[src/rtl/mem_port_arbiter_pkg.sv]
// Shared encodings for the IF/MEM SRAM port arbiter: FSM states, owner ids, default latency.
package mem_port_arbiter_pkg;

  localparam int ARB_STATE_LEN = 2;

  typedef enum logic [ARB_STATE_LEN-1:0] {
    ARB_IDLE = 2'd0,
    ARB_BUSY = 2'd1,
    ARB_DONE = 2'd2
  } arb_state_t;

  localparam logic ARB_OWNER_IF  = 1'b0;
  localparam logic ARB_OWNER_MEM = 1'b1;

  localparam int SRAM_WAIT_CYCLES = 3;
  localparam int CNT_W            = 4;

endpackage

[src/rtl/mem_port_arbiter_wait_state_counter.sv]
// Wait-state down-counter: loads on grant, decrements while the access runs; saturates at zero.
// Zero flag marks the last BUSY cycle, on which SRAM read data is valid.
module mem_port_arbiter_wait_state_counter
  import mem_port_arbiter_pkg::*;
(
  input  logic             clk,
  input  logic             rst,
  input  logic             load,
  input  logic [CNT_W-1:0] load_val,
  input  logic             dec,
  output logic [CNT_W-1:0] cnt,
  output logic             zero
);

  always_ff @(posedge clk or negedge rst) begin
    if (!rst) begin
      cnt <= '0;
    end else if (load) begin
      cnt <= load_val;
    end else if (dec && (cnt != '0)) begin
      cnt <= cnt - 1'b1;
    end
  end

  assign zero = (cnt == '0);

endmodule

[src/rtl/mem_port_arbiter.sv]
// Shares one fixed-latency SRAM between IF and MEM; ready pulses WAIT_CYCLES+1 cycles after grant.
// Requesters are stalled until their ready strobe; on contention the previous owner yields.
module mem_port_arbiter
  import mem_port_arbiter_pkg::*;
#(
  parameter int ADDR_W      = 32,
  parameter int DATA_W      = 32,
  parameter int WAIT_CYCLES = SRAM_WAIT_CYCLES
) (
  input  logic              clk,
  input  logic              rst,
  input  logic              if_req,
  input  logic [ADDR_W-1:0] if_addr,
  output logic [DATA_W-1:0] if_rdata,
  output logic              if_ready,
  input  logic              mem_r_en,
  input  logic              mem_w_en,
  input  logic [ADDR_W-1:0] mem_addr,
  input  logic [DATA_W-1:0] mem_wdata,
  output logic [DATA_W-1:0] mem_rdata,
  output logic              mem_ready,
  output logic [ADDR_W-1:0] sram_addr,
  output logic [DATA_W-1:0] sram_wdata,
  output logic              sram_we,
  output logic              sram_en,
  input  logic [DATA_W-1:0] sram_rdata,
  output logic              if_stall,
  output logic              pipe_stall
);

  localparam logic [CNT_W-1:0] CNT_LOAD = CNT_W'(WAIT_CYCLES - 1);

  arb_state_t        state, state_nxt;
  logic              owner, last_owner;
  logic [ADDR_W-1:0] addr_q;
  logic [DATA_W-1:0] wdata_q;
  logic              we_q;
  logic [CNT_W-1:0]  cnt;
  logic              cnt_zero;
  logic              mem_req, grant_mem;
  logic              start, capture;

  assign mem_req = mem_r_en | mem_w_en;

  // Contention goes to whoever did not own the last completed access.
  always_comb begin
    grant_mem = mem_req;
    if (if_req && mem_req) begin
      grant_mem = (last_owner == ARB_OWNER_IF);
    end
  end

  mem_port_arbiter_wait_state_counter u_wait_cnt (
    .clk      (clk),
    .rst      (rst),
    .load     (start),
    .load_val (CNT_LOAD),
    .dec      (state == ARB_BUSY),
    .cnt      (cnt),
    .zero     (cnt_zero)
  );

  always_ff @(posedge clk or negedge rst) begin
    if (!rst) begin
      state <= ARB_IDLE;
    end else begin
      state <= state_nxt;
    end
  end

  // SRAM strobes decode straight from state so an async reset kills them without a clock.
  always_comb begin
    state_nxt = state;
    start     = 1'b0;
    capture   = 1'b0;
    sram_en   = 1'b0;
    sram_we   = 1'b0;
    if_ready  = 1'b0;
    mem_ready = 1'b0;
    case (state)
      ARB_IDLE: begin
        if (if_req || mem_req) begin
          start     = 1'b1;
          state_nxt = ARB_BUSY;
        end
      end
      ARB_BUSY: begin
        sram_en = 1'b1;
        sram_we = we_q;
        if (cnt_zero) begin
          capture   = 1'b1;
          state_nxt = ARB_DONE;
        end
      end
      ARB_DONE: begin
        if_ready  = (owner == ARB_OWNER_IF);
        mem_ready = (owner == ARB_OWNER_MEM);
        state_nxt = ARB_IDLE;
      end
      default: state_nxt = ARB_IDLE;
    endcase
  end

  always_ff @(posedge clk or negedge rst) begin
    if (!rst) begin
      owner      <= ARB_OWNER_IF;
      last_owner <= ARB_OWNER_MEM;
      addr_q     <= '0;
      wdata_q    <= '0;
      we_q       <= 1'b0;
      if_rdata   <= '0;
      mem_rdata  <= '0;
    end else begin
      if (start) begin
        owner   <= grant_mem;
        addr_q  <= grant_mem ? mem_addr : if_addr;
        wdata_q <= grant_mem ? mem_wdata : '0;
        we_q    <= grant_mem & mem_w_en;
      end
      if (capture) begin
        last_owner <= owner;
        if (owner == ARB_OWNER_IF) begin
          if_rdata <= sram_rdata;
        end else if (!we_q) begin
          mem_rdata <= sram_rdata;
        end
      end
    end
  end

  assign sram_addr  = addr_q;
  assign sram_wdata = wdata_q;
  assign if_stall   = if_req & ~if_ready;
  assign pipe_stall = mem_req & ~mem_ready;

endmodule

[config.mk]
export PLATFORM = sky130hd
export DESIGN_NAME = mem_port_arbiter
export DESIGN_NICKNAME = d
export VERILOG_FILES = /design/src/rtl/mem_port_arbiter_pkg.sv /design/src/rtl/mem_port_arbiter_wait_state_counter.sv /design/src/rtl/mem_port_arbiter.sv
export SDC_FILE = /design/constraint.sdc
export NUM_CORES = 1
export LEC_CHECK = 0
export ABC_AREA = 0
export CELL_PAD_IN_SITES_DETAIL_PLACEMENT = 0
export CELL_PAD_IN_SITES_GLOBAL_PLACEMENT = 1
export CORE_ASPECT_RATIO = 0.8
export CORE_MARGIN = 2
export CORE_UTILIZATION = 35
export DETAILED_ROUTE_END_ITERATION = 16
export GPL_ROUTABILITY_DRIVEN = 0
export PLACE_DENSITY_LB_ADDON = 0.1
export SYNTH_ARGS = -nofsm -noshare
export SYNTH_HDL_FRONTEND = slang
export SYNTH_HIERARCHICAL = 1
export SYNTH_SLANG_ARGS = --single-unit
export TNS_END_PERCENT = 20
[constraint.sdc]
create_clock -name clk -period 3.59 [get_ports clk]
set_input_delay 1.077 -clock clk [delete_from_list [all_inputs] [get_ports clk]]
set_output_delay 1.077 -clock clk [all_outputs]
set_load 0.02 [all_outputs]
==> flow_metrics.py, run 1 <==
metrics = {
    "outcome": {
        "result_of_the_run": "completed",
    },
    "clock_network": {
        "cts_setup_buffers": 0,
        "cts_tree": "yes",
        "cts-buffers-inserted": 17,
        "clk_pin_slew_ps": 60,
        "postCtsHoldBufs": 0,
        "clock_sinks": 137,
        "htreeDepth": 4,
        "postCtsResizedCells": 0,
        "worst_skew_pair.late_latency_ps": 410,
        "clock_tree.buffer_depth": 2,
        "cts_root_buf": "clkbuf_16",
    },
    "drt": {
        "drt_first_iter_violations": 147,
        "drt_drc": 0,
        "routed_wl_um": 15380,
        "route.detailed.vias_per_inst": 4.540,
        "num_vias": 4254,
        "wl_per_cell_um": 16.42,
        "postRouteAntennaNets": 0,
        "detail_route.first_pass.iterations": 4,
    },
    "critical_path": {
        "setup_slack_of_the_worst_register_to_register_path_ps": 1050,
        "crit_path_start_kind": "input pin",
        "timing.rr.end": "mem_rdata[22]",
        "crit_path_end_kind": "primary output",
        "arrival_time_reported_for_the_critical_path_endpoint_ps": 2300,
        "max_stage_delay_ps": 600,
        "worst_reg2reg_startpoint": "u_wait_cnt/cnt[0]",
        "rr_worst_depth": 8,
        "crit_path_end": "pipe_stall",
        "crit_start": "mem_r_en",
        "cp_cell_sequence": "clkdlybuf4s50_1 -> nor2_1 -> nor2_1 -> clkdlybuf4s50_1",
        "worst-endpoint-required_ps": 2510,
        "critical_path_class": "input pin to primary output",
        "critical-path-slowest-cell": "clkdlybuf4s50_1",
        "critical_path_peak_fanout": 2,
    },
    "sta": {
        "report.final.setup_viol": 0,
        "slew_violations": 0,
        "final.setup.tns_ps": 0,
        "worst_slack_ps": 212.6,
        "relSlewSlack_pct": 64.93,
        "finalClockSkew_ps": 9.512,
        "timing.final.crit_share_pct": 94.08,
        "grt_setup_unrepaired": "no",
        "slew_at_the_pin_with_the_worst_max_slew_slack_ps": 526.1,
        "clock.fmax_ghz": 0.2961,
        "hold_viol": 0,
        "period_minus_slack_ps": 3377,
    },
    "floorplan": {
        "io_pins": 267,
        "initial_core_util_pct": 35.75,
        "core_area_um2": 16500,
        "row_count": 42,
        "chip_width_um": 149.2,
        "die_y_extent_um": 120.1,
        "die_area_um2": 17920,
    },
    "logic_synthesis": {
        "synth_async_sr_flop_share_pct": 100.0,
        "post_synth_instance_area_um2": 5899,
        "synth.yosys.seq_area_share_pct": 58.13,
        "prevailing_post_synth_register_cell": "dfrtp_1",
        "yosys_register_bits": 137,
        "yosys_warnings": 6,
        "synth_area_per_cell_um2": 13.82,
        "number_of_enable_flip_flop_cells_after_synthesis": 0,
        "ys_types": 37,
        "syn_inst": 427,
    },
    "layout": {
        "antenna_cells": 0,
        "net_total_in_the_final_layout": 838,
        "drive_gt1_share_pct": 24.69,
        "flow.area_growth_from_synthesis_pct": 60.83,
    },
    "placed_design": {
        "pre_cts_ws_ps": 217.3,
        "port-buffer-count": 266,
        "dp_hpwl_um": 10820,
    },
    "hold_path": {
        "min_delay_src": "mem_rdata[5]",
        "worstHoldPathType": "flip-flop to flip-flop",
    },
    "pwr": {
        "power_per_cell_area_nw_per_um2": 923.7,
        "leakagePower_nw": 4.057,
        "irDropWorstVdd_mv": 0.4939,
    },
    "grt": {
        "largest_net_degree_at_the_start_of_global_routing": 63,
        "gr-usage-all-layers_pct": 17.96,
        "first_global_vias": 4814,
        "grt.overflow.total": 0,
        "wire_length_of_the_first_global_routing_pass_um": 25000,
        "antenna_found_initial": 0,
    },
    "flow_run": {
        "timing.max_cap.violations": 0,
    },
}
## where the power goes
group | leakage [nW] | internal (mW) | switching (mW)
Combinational | 2.08 | 2.22 | 1.95
Clock | 0.303 | 1.22 | 0.661
Sequential | 1.67 | 2.30 | 0.414
## cells in the mapped netlist (2+ instances only)
library cell | n | area share (%)
nor2_1 | 3 | 0.19
buf_4 | 2 | 0.25
conb_1 | 2 | 0.13
nor3_1 | 2 | 0.17
a21oi_1 | 4 | 0.34
mux2_2 | 125 | 24
mux2i_1 | 32 | 5.4
nor3b_1 | 2 | 0.25
buf_2 | 12 | 1.0
mux2_1 | 5 | 0.95
buf_6 | 6 | 1.1
inv_1 | 37 | 2.4
nand2_1 | 35 | 2.2
dfrtp_1 | 136 | 58
nor2b_1 | 2 | 0.21
## metrics by stage
step	utilization, %	hold WS [ps]	cells	total power, mW	area (um2)
CTS	57.50	493.2	937	8.885	9488
detailed placement	53.62	480.0	905	6.948	8848
floorplan	-	500.8	429	4.951	5907
global placement	53.62	469.0	905	6.866	8848
finish	57.50	485.5	937	8.764	9488
global route	57.50	519.1	937	9.259	9488
## how the worst min path moves through the flow
stage / endpoint / slack (ps) / depth (start not counted)
global route: mem_rdata[25] / 520 / 1
detailed placement: mem_rdata[5] / 480 / 1
CTS: mem_rdata[5] / 490 / 1
floorplan: last_owner / 500 / 2
global placement: mem_rdata[25] / 470 / 1
finish: mem_rdata[5] / 490 / 1
## layout by cell type (no fill, tap or decap), drive strengths merged, types with 2 or more instances in the layout
master	count
o21ai	2
nand2	35
nor3b	3
nor2	4
clkbuf	22
clkinv	2
mux2	130
a21oi	4
conb	4
clkinvlp	3
clkdlybuf4s50	265
dfrtp	136
bufinv	4
buf	12
nor2b	2
mux2i	32
inv	38
nor3	3
## worst max-delay path: cells and delay by family
| family | cells | cell delay [ps] |
|---|---|---|
| and+or+nand+nor | 2 | 130 |
| buffers and inverters | 2 | 1080 |
## cells by family after synthesis
group                    Yosys count  share of synthesized area [%]
AO/OA/AOI/OAI                     12                          1.379
other                              2                         0.1273
flip-flops                       137                          58.13
buffers and inverters             58                          4.835
multiplexers                     162                          30.24
AND/OR/NAND/NOR                   55                          5.069
adder cells (fa/ha/maj)            1                         0.2121
## flip-flops by register name, indices dropped and copies added, names as in the netlist
name	flops
last_owner	1
u_wait_cnt/cnt	4
state	2
mem_rdata	32
we_q	1
if_rdata	32
owner	1
sram_addr	32
sram_wdata	32
## final cells by class
| cell class | count | area [um2] |
|---|---|---|
| Clock buffer | 22 | 474.2 |
| Clock inverter | 10 | 165.2 |
| Fill cell | 1417 | 7013 |
| Inverter | 37 | 138.9 |
| Multi-Input combinational cell | 234 | 2221 |
| Sequential cell | 137 | 3430 |
| Tap cell | 220 | 275.3 |
| Timing Repair Buffer | 277 | 2784 |
## metal layers
layer | part of all wire, % | up-vias | wire (um) | global-route usage (%)
met1 | 40 | 2103 | 6158 | 20.92
met2 | 50 | 140 | 7686 | 30.04
met3 | 8.4 | 13 | 1299 | 7.376
li1 | - | 1998 | - | -
met5 | 0 | - | 0 | 0
met4 | 1.6 | 0 | 239 | 6.012
Power figures use the tool's default switching activity.
==> run 2, diff against run 1 <==
- CORE_UTILIZATION: 35 -> 32
- PLACE_DENSITY: default -> 0.92
- PLACE_DENSITY_LB_ADDON: 0.1 -> default
- clock period: 3.59 -> 3.3 ns (I/O delays scaled with it)
==> flow_metrics.py, run 2 (synthesized netlist as in run 1, its figures left out) <==
metrics = {
    "drt": {
        "drt_drc": 0,
        "drt_first_iter_violations": 140,
        "wl_per_cell_um": 15.89,
        "detail_route.first_pass.iterations": 4,
        "route.detailed.vias_per_inst": 4.477,
        "num_vias": 4253,
        "routed_wl_um": 15100,
        "postRouteAntennaNets": 0,
    },
    "sta": {
        "slew_at_the_pin_with_the_worst_max_slew_slack_ps": 564.9,
        "clock.fmax_ghz": 0.3069,
        "worst_slack_ps": 41.22,
        "relSlewSlack_pct": 62.34,
        "slew_violations": 0,
        "grt_setup_unrepaired": "no",
        "finalClockSkew_ps": 10.37,
        "hold_viol": 0,
        "period_minus_slack_ps": 3259,
        "timing.final.crit_share_pct": 98.75,
        "final.setup.tns_ps": 0,
        "report.final.setup_viol": 0,
    },
    "clock_network": {
        "cts_tree": "yes",
        "htreeDepth": 4,
        "cts-buffers-inserted": 17,
        "cts_setup_buffers": 0,
        "postCtsHoldBufs": 0,
        "clock_sinks": 137,
        "worst_skew_pair.late_latency_ps": 410,
        "clk_pin_slew_ps": 50,
        "clock_tree.buffer_depth": 2,
        "postCtsResizedCells": 1,
        "cts_root_buf": "clkbuf_16",
    },
    "hold_path": {
        "min_delay_src": "mem_rdata[28]",
        "hold_end": "mem_rdata[28]",
        "worstHoldPathType": "flip-flop to flip-flop",
        "hold_path_depth": 1,
    },
    "critical_path": {
        "critical_path_peak_fanout": 2,
        "critical-path-slowest-cell": "clkdlybuf4s50_1",
        "worst_reg2reg_startpoint": "u_wait_cnt/cnt[0]",
        "critical_path_class": "input pin to primary output",
        "max_stage_delay_ps": 630,
        "rr_worst_depth": 8,
        "timing.rr.end": "mem_rdata[0]",
        "crit_path_end_kind": "primary output",
        "critical_path.most_common_cell": "clkdlybuf4s50_1",
        "arrival_time_reported_for_the_critical_path_endpoint_ps": 2270,
        "setup_slack_of_the_worst_register_to_register_path_ps": 790,
        "cp_cell_sequence": "clkdlybuf4s50_1 -> nor2b_1 -> clkdlybuf4s50_1",
        "worst-endpoint-required_ps": 2310,
        "crit_path_start_kind": "input pin",
    },
    "outcome": {
        "result_of_the_run": "completed",
    },
    "floorplan": {
        "die_y_extent_um": 125.4,
        "initial_core_util_pct": 32.57,
        "chip_width_um": 155.8,
        "die_area_um2": 19550,
        "core_area_um2": 18110,
        "row_count": 44,
        "io_pins": 267,
    },
    "layout": {
        "layout.cells.most_common": "clkdlybuf4s50_1",
        "drive_gt1_share_pct": 25.14,
        "final_cell_mix": "clkdlybuf4s50_1, dfrtp_1, mux2_2",
        "antenna_cells": 0,
        "fillerInstances": 1577,
        "final_cell_count_no_fill": 950,
        "flow.area_growth_from_synthesis_pct": 60.06,
        "net_total_in_the_final_layout": 841,
        "utilization_pct": 52.13,
    },
    "flow_run": {
        "timing.max_cap.violations": 0,
    },
    "pwr": {
        "leakagePower_nw": 4.042,
        "power_per_cell_area_nw_per_um2": 982.4,
        "total_power_mw": 9.277,
        "irDropWorstVdd_mv": 0.4876,
    },
    "grt": {
        "groute.layer.met1.usage_pct": 19.05,
        "wire_length_of_the_first_global_routing_pass_um": 24650,
        "grt.overflow.total": 0,
        "largest_net_degree_at_the_start_of_global_routing": 59,
        "groute.layer.met2.usage_pct": 26.76,
        "antenna_found_initial": 0,
        "first_global_vias": 4596,
        "gr-usage-all-layers_pct": 16.13,
        "global_route.usage.met3_pct": 6.898,
        "global_route.peak_usage_layer": "met2",
    },
    "placed_design": {
        "dp_hpwl_um": 10960,
        "placedCellCount": 918,
        "pre_cts_ws_ps": 6.840,
        "port-buffer-count": 266,
    },
}
==> run 2: worst max-delay path by stage <==
| stage | cells past startpoint | start | endpoint |
|---|---|---|---|
| after detailed placement | 4 | mem_r_en | pipe_stall |
| after CTS | 3 | if_req | if_stall |
| final | 3 | if_req | if_stall |
| after global placement | 4 | mem_r_en | pipe_stall |
| after global routing | 3 | if_req | if_stall |
| after floorplan | 7 | mem_r_en | u_wait_cnt/cnt[3] |
==> run 2: report_power, final <==
group          internal [mW]  leakage [nW]  switching [mW]
clock network           1.06         0.274           0.739
registers               2.50          1.67           0.428
logic                   2.42          2.09            2.13
==> run 2: worst max-delay path, delay by kind of cell <==
kind	cells	cell delay, ps
AND/OR/NAND/NOR	1	150
buffers and inverters	2	1120
==> run 2: final cells by class <==
type | count | area (um2) | area share (%)
tap | 230 | 287.8 | 3.048
multi-input combinational | 234 | 2221 | 23.52
clock buffer | 19 | 442.9 | 4.691
inverter | 37 | 138.9 | 1.471
timing repair buffer | 280 | 2805 | 29.71
clock inverter | 13 | 117.6 | 1.246
sequential | 137 | 3430 | 36.32
==> run 2: per-stage QoR <==
step                hold WS, ps  area [um2]
floorplan                 500.8        5907
CTS                       492.6        9443
global route              508.9        9443
detailed placement        477.6        8884
finish                    486.9        9443
global placement          466.6        8884
==> run 2: per-layer routing <==
layer	part of all wire, %	vias to the layer above
met5	0	-
met4	1.7	0
met3	8.0	23
met2	49	137
met1	42	2077
li1	-	2016
==> run 3, diff against run 2 <==
- CTS_CLUSTER_SIZE: default -> 16
==> results of run 3 <==
Final layout, timing and power as in run 2 (identical DEF).
